[config.mk]
export PLATFORM = sky130hd
export DESIGN_NAME = ram64x8_responder
export DESIGN_NICKNAME = d
export VERILOG_FILES = /design/src/rtl/ram64x8_responder.sv
export SDC_FILE = /design/constraint.sdc
export NUM_CORES = 1
export LEC_CHECK = 0
export ABC_AREA = 1
export BUFFER_PORTS_ARGS = -buffer_cell sky130_fd_sc_hd__clkbuf_2
export CORE_MARGIN = 2
export CORE_UTILIZATION = 30
export DETAILED_ROUTE_END_ITERATION = 10
export PLACE_DENSITY = 0.52
export SLEW_MARGIN = 25
export SYNTH_ARGS = -nofsm -noshare
export SYNTH_HDL_FRONTEND = slang
export SYNTH_SLANG_ARGS = --single-unit
[constraint.sdc]
create_clock -name clk -period 2.1 [get_ports clk]
set_input_delay 0.315 -clock clk [delete_from_list [all_inputs] [get_ports clk]]
set_output_delay 0.315 -clock clk [all_outputs]
set_load 0.05 [all_outputs]
[src/rtl/ram64x8_responder.sv]
// 64x8 single-port RAM behind valid/ready command and response ports.
// Optional RAM_INIT_TRACK_EN: per-word written mask; reads of unwritten words flag rsp_err.
`timescale 1ns/1ps

module ram64x8_responder #(
  parameter int unsigned ADDR_W = 6,
  parameter int unsigned DATA_W = 8
) (
  input  logic              clk,
  input  logic              reset,
  input  logic              req_valid,
  output logic              req_ready,
  input  logic              req_rw,
  input  logic [ADDR_W-1:0] req_addr,
  input  logic [DATA_W-1:0] req_wdata,
  output logic              rsp_valid,
  input  logic              rsp_ready,
  output logic              rsp_write,
  output logic [DATA_W-1:0] rsp_rdata,
  output logic              rsp_err
);

  localparam int unsigned DEPTH = 2 ** ADDR_W;

  typedef enum logic [1:0] {
    IDLE,
    ACCESS,
    RESP
  } state_t;

  state_t              state_q, state_d;

  logic                rw_q, rw_d;
  logic [ADDR_W-1:0]   addr_q, addr_d;
  logic [DATA_W-1:0]   wdata_q, wdata_d;

  logic                rsp_valid_q, rsp_valid_d;
  logic                rsp_write_q, rsp_write_d;
  logic [DATA_W-1:0]   rsp_rdata_q, rsp_rdata_d;

  logic                cap_en;
  logic                mem_we;
  logic [DATA_W-1:0]   rd_word;

  logic [DATA_W-1:0]   mem [DEPTH];

`ifdef RAM_INIT_TRACK_EN
  logic [DEPTH-1:0]    mask_q, mask_d;
  logic                rsp_err_q, rsp_err_d;
`endif

  // State register
  always_ff @(posedge clk or negedge reset) begin
    if (!reset) begin
      state_q <= IDLE;
    end else begin
      state_q <= state_d;
    end
  end

  // Next-state logic
  always_comb begin
    state_d = state_q;
    case (state_q)
      IDLE:    if (req_valid) state_d = ACCESS;
      ACCESS:  state_d = RESP;
      RESP:    if (rsp_ready) state_d = IDLE;
      default: state_d = IDLE;
    endcase
  end

  // Output and datapath next-value logic
  always_comb begin
    req_ready = (state_q == IDLE);
    cap_en    = (state_q == IDLE) && req_valid;
    mem_we    = (state_q == ACCESS) && rw_q;

`ifdef RAM_INIT_TRACK_EN
    rd_word = mask_q[addr_q] ? mem[addr_q] : '0;
`else
    rd_word = mem[addr_q];
`endif

    rw_d    = rw_q;
    addr_d  = addr_q;
    wdata_d = wdata_q;
    if (cap_en) begin
      rw_d    = req_rw;
      addr_d  = req_addr;
      wdata_d = req_wdata;
    end

    rsp_valid_d = rsp_valid_q;
    rsp_write_d = rsp_write_q;
    rsp_rdata_d = rsp_rdata_q;
    if (state_q == ACCESS) begin
      rsp_valid_d = 1'b1;
      rsp_write_d = rw_q;
      rsp_rdata_d = rw_q ? '0 : rd_word;
    end else if ((state_q == RESP) && rsp_ready) begin
      rsp_valid_d = 1'b0;
    end

`ifdef RAM_INIT_TRACK_EN
    mask_d    = mask_q;
    rsp_err_d = rsp_err_q;
    if (mem_we) begin
      mask_d[addr_q] = 1'b1;
    end
    if (state_q == ACCESS) begin
      rsp_err_d = !rw_q && !mask_q[addr_q];
    end
`endif
  end

  always_ff @(posedge clk or negedge reset) begin
    if (!reset) begin
      rw_q        <= 1'b0;
      addr_q      <= '0;
      wdata_q     <= '0;
      rsp_valid_q <= 1'b0;
      rsp_write_q <= 1'b0;
      rsp_rdata_q <= '0;
`ifdef RAM_INIT_TRACK_EN
      mask_q      <= '0;
      rsp_err_q   <= 1'b0;
`endif
    end else begin
      rw_q        <= rw_d;
      addr_q      <= addr_d;
      wdata_q     <= wdata_d;
      rsp_valid_q <= rsp_valid_d;
      rsp_write_q <= rsp_write_d;
      rsp_rdata_q <= rsp_rdata_d;
`ifdef RAM_INIT_TRACK_EN
      mask_q      <= mask_d;
      rsp_err_q   <= rsp_err_d;
`endif
    end
  end

  // RAM array is not reset; a reset during ACCESS forces IDLE and so cancels the write
  always_ff @(posedge clk) begin
    if (mem_we) begin
      mem[addr_q] <= wdata_q;
    end
  end

  assign rsp_valid = rsp_valid_q;
  assign rsp_write = rsp_write_q;
  assign rsp_rdata = rsp_rdata_q;
`ifdef RAM_INIT_TRACK_EN
  assign rsp_err   = rsp_err_q;
`else
  assign rsp_err   = 1'b0;
`endif

endmodule

Word level (Yosys, flattened, before mapping)
Memory sizes are Yosys's and may differ from the RTL's.
Cells that the tools add are included.
{ "op_classes": {"n_reduce_logical": 6, "eq_ne": 4, "muxes": 8} }
{ "ops": {"columns": ["cell", "n"], "rows": [
  ["2-to-1 mux 8 bit", 1],
  ["case mux 2 bit (3 select lines)", 1],
  ["2-to-1 mux 1 bit", 4],
  ["2-to-1 mux 2 bit", 2],
  ["!= test 2 bit, second input constant", 2],
  ["logical AND 1 bit", 3],
  ["== test 2 x 1 -> 1 bit, second input constant", 1],
  ["== test 2 bit, second input constant", 1],
  ["zero test 2 bit", 1],
  ["AND reduction 2 bit", 1],
  ["nonzero test 2 bit", 1]
]} }
{ "word_totals": {"out_inout_bits": 12, "regBits": 27, "mem_count": 1, "elab_cells": 26, "ramBits": 512, "input_bits": 19} }
{ "mem_list": {"columns": ["name", "depth", "width", "read_ports", "rd_clocked_by_memory_dff", "wr", "line_no", "source"], "rows": [
  ["mem", 64, 8, 1, 0, 1, "45", "logic [DATA_W-1:0] mem [DEPTH];"]
]} }

Longest topological paths before layout
{ "depth": {"depth_word": 4, "mapped_depth": 16, "depth_no_buf": 13} }

Worst setup path after synthesis
Ideal clock, no wire load.
{ "synth_timing": {"path_kind": "reg-to-reg", "startpoint": "register addr_q[4]", "endpoint": "memory mem[32][0] (enable)", "path_slack_ns": 0.207, "required_ns": 1.730, "setup_time_ns": 0.370, "path_buffers": 0, "arrival_time_ns": 1.523, "period_less_slack_ns": 1.893, "stages_incl_launch_ff": 6, "path_cell_list": "dfrtp_1 inv_1 nand2_1 nor2_1 inv_1 nor2_1"} }
{ "synth_lines": {"columns": ["item", "line_no", "source"], "rows": [
  ["start: declaration", "34", "logic [ADDR_W-1:0] addr_q, addr_d;"],
  ["start signal: assignment", "130", "addr_q <= addr_d;"],
  ["end: declaration", "45", null]
]} }
No word-level cell before the write port.

Final worst setup path
{ "layout_timing": {"startpoint": "register addr_q[0]", "endpoint": "register rsp_rdata_q[2], in the netlist rsp_rdata[2]"} }
{ "layout_via": {"elab_chain_len": 2} }
{ "layout_lines": {"columns": ["item", "line_no", "source"], "rows": [
  ["memory read (64 x 8 bit)", null, null],
  ["2-to-1 mux 8 bit", "99", "rsp_rdata_d = rw_q ? '0 : rd_word;"],
  ["end signal: assignment", "134", "rsp_rdata_q <= rsp_rdata_d;"],
  ["end: declaration", "39", "logic [DATA_W-1:0] rsp_rdata_q, rsp_rdata_d;"]
]} }
Every way passes these cells.
A chain may end at the register's enable or synchronous reset.

==> summary.md <==
| Metric | Value |
|---|---|
| Outcome | `complete, no violations` |
| Crit-path most repeated cell | `nand2_1` |
| Synth area leaders | `edfxtp_1 (67%), nand2_1 (24%), dfrtp_1 (3.0%)` |
| Final hold violations | `0` |
| Tot GR Track Use | `15.8%` |
| CP max FO | `23` |
| Cell depth of the worst flop-to-flop path | `15` |
| Worst Path Required | `2.61 ns` |
| Crit Path Class | `reg2reg` |
| DIE HEIGHT | `280 um` |
| Worst Hold Launch | `req_addr[0]` |
| Met2 Resource Use GR | `26.0%` |
| CP Capture Type | `flip-flop` |
| Final core utilization | `36.1%` |
| Via/cell ratio | `4.54` |
| Worst setup startpoint | `addr_q[0]` |
| Clk buf depth | `3` |
| Max Clock Freq | `497 MHz` |
| Core area | `75700 um2` |
| Total Die Area | `78400 um2` |
| Sequential fraction of the synthesis area | `70.2%` |
| Ys Warns | `0` |
| Die Wd | `280 um` |
| Sw Share | `37.6%` |
| ANT nets after route | `0` |
| ANT cells | `0` |
| I/O pin count | `31` |
| Final period util | `95.8%` |
| Internal power | `0.0233 W` |
| Tightest Pin Transition | `0.893 ns` |
| Max cap viols | `0` |
| Root Buffer | `clkbuf_16` |
| Drt pass-1 iters | `5` |
| Clk network pwr share | `26.7%` |
| Net count after synthesis | `2283` |
| Slowest CP cell | `dfrtp_4` |
| GR Layer Usage met1 | `21.8%` |
| Cell with the most instances after synthesis | `nand2_1` |
| TritonCTS buffer count | `54` |
| Fin crit period | `2.01 ns` |
| Worst path bufs/invs | `3` |
| WP data arrival | `2.52 ns` |
| Gr busiest metal | `met2` |
| Critical-path cell list | `clkinv_8 > buf_12 > buf_4 > nand2_1 > nand2_1 > nand2_1 > nand2_1 > nand2_1 > nand2_1 > nand2_1 > nand2_1 > nor2_1 > nand2_1 > nand2_1 > nand2_1` |
| Mean routed wirelength per cell | `18.0 um` |
| Syn avg cell area | `10.1 um2` |
| CP top delay family | `simple AND/OR/NAND/NOR gates` |
| Nets | `2443` |
| Yosys reg bits | `539` |
| Starting DRT DRC Count | `1291` |
| Total Power | `0.0373 W` |
| RSZ-0062 raised after global routing | `yes` |
| First-pass GRT wire length | `94900 um` |
| Slew HR | `40.5%` |
| Worst hold path depth | `3` |
| H-tree levels | `2` |
| Vias in the first global route | `15.4k` |
| Static leakage | `11.5 nW` |
| Dominant cell type by area after synthesis | `edfxtp_1` |
| Worst hold endpoint | `addr_q[0]` |
| Post-synth EDFFs | `512` |
| VDD IR-drop max | `0.671 mV` |
| Sequential power share | `37.6%` |
| Mapped Cells | `2264` |
| NetSw | `0.0140 W` |
| Pwr Density | `1370 nW/um2` |
| Commonest cells in the netlist | `nand2_1 (1441), edfxtp_1 (512), nor2_1 (98), buf_2 (56), inv_1 (30)` |
| Max Clock Skew | `0.0212 ns` |
| Vias after detailed routing | `15.7k` |
| CTS tree | `built` |
| Reg2reg setup slack | `0.09 ns` |
| R2r endpoint | `rsp_rdata[2]` |
| Layout cell share with drive strength beyond 1 | `13.0%` |
| Initial antenna violation count | `0` |
| Hold Path Class | `in2reg` |
| Gate power share | `35.7%` |
| CTS sink count | `539` |
| Port Buffers | `29` |
| Initial Util | `30.2%` |
| Async SR Flop Fraction | `5.01%` |
| CP Launch Type | `flip-flop` |
| Final max-slew violation count | `0` |
| Dpl hpwl | `38500 um` |
| Top FF cell, synth | `edfxtp_1` |
| DRC Markers | `0` |
| R2R Path Start | `addr_q[0]` |
| Area grow syn2layout | `19.5%` |
| Clk Latency, worst-skew pair | `0.61 ns` |
| Top cell type's share of synthesized area | `67.3%` |
| Distinct cell type count after synthesis | `21` |
| Post-Syn Area | `22900 um2` |
| Total gr overflow | `0` |
| Clk pin slew, worst setup/hold paths | `0.07 ns` |
| Pin count of the biggest net entering global routing | `67` |
| FP Rows | `101` |
| Routed WL | `62100 um` |
| RePlAce Congestion | `0.827` |
| Met3 Track Usage GR | `2.33%` |
| # setup viols final | `0` |
| Slowest stage delay, CP | `0.52 ns` |
## cells by family after synthesis
family,count (synthesis),share of synthesized area [%]
simple gates,1567,26.0
flops,539,70.2
buf+inv,136,3.24
compound gates,21,0.536
other cells,1,0.0164
## worst max-delay path by stage
stage                        end  slack [ns]  cells past startpoint
finish              rsp_rdata[2]        0.09                     15
global route        rsp_rdata[5]       -0.04                     14
detailed placement  rsp_rdata[2]       -0.02                     15
global placement    rsp_rdata[6]       -0.04                     11
CTS                 rsp_rdata[2]        0.01                     15
floorplan             mem[32][0]        0.21                      5
## stage by stage
stage / instances / worst slack, ns / instance area, um2 / setup TNS (ns) / hold WS, ns
6_report: 3448 / 0.0891 / 27300 / 0 / 0.0102
5_1_grt: 3448 / -0.0356 / 27300 / -0.0664 / 0.0153
3_3_place_gp: 3320 / -0.0357 / 25100 / -0.0576 / 0.468
2_1_floorplan: 2264 / 0.207 / 22900 / 0 / 0.0194
4_1_cts: 3438 / 0.0127 / 27100 / 0 / 0.00551
3_5_place_dp: 3320 / -0.0187 / 25100 / -0.0187 / 0.472
## placed cells by master, fill, tap and decap left out, types with 4 or more instances in the layout
master,n
nand2_1,1431
edfxtp_1,512
buf_4,133
nor2_1,94
clkbuf_16,61
clkbuf_2,29
inv_1,28
buf_12,25
nand3_1,17
clkinv_2,16
dfrtp_1,16
dlygate4sd3_1,16
nand2_2,10
clkbuf_1,10
o21ai_0,9
dfrtp_2,9
o211ai_1,7
nor2_2,5
bufinv_16,5
clkbuf_8,5
nor3_2,4
or2_2,4
clkinvlp_4,4
## timing repair
action,CTS,global route
endpoints found under the hold margin,43,0
endpoints found under the setup margin,3,56
buffers inserted,0,8
pin swaps,0,5
hold buffers,16,0
resized for setup,2,22
gates cloned,0,2
## routing by layer
metal,vias up,share of wire (%)
met4,0,2.5
met5,-,0
met2,400,47
met3,86,5.6
met1,7563,45
li1,7621,-
## power by group through the flow
stage	combinational, W	sequential, W	clock, W
after floorplan	0.00718	0.0148	0
after global placement	0.0130	0.0143	0
after detailed placement	0.0130	0.0143	0
after CTS	0.0131	0.0140	0.0102
after global routing	0.0148	0.0141	0.0106
final	0.0133	0.0140	0.00996
## tightest hold or removal path, cell delays in order
cell and delay, ns:
clkbuf_2 0.08, nand2_1 0.05, o21ai_0 0.11
## registers in the layout, indices dropped and copies added (netlist names)
name / count
addr_q: 6
mem: 512
rsp_rdata: 8
rsp_valid: 1
rsp_write: 1
rw_q: 1
state_q: 2
wdata_q: 8
## area by class of cell
| cell class | count | area [um2] |
|---|---|---|
| inverter | 32 | 134 |
| clock inverter | 28 | 273 |
| tap | 978 | 1220 |
| clock buffer | 74 | 1580 |
| timing repair buffer | 208 | 1920 |
| multi-input combinational | 1589 | 6120 |
| sequential | 539 | 16100 |
| fill | 7491 | 48400 |
Note: power is estimated with default switching activity, not from simulation.
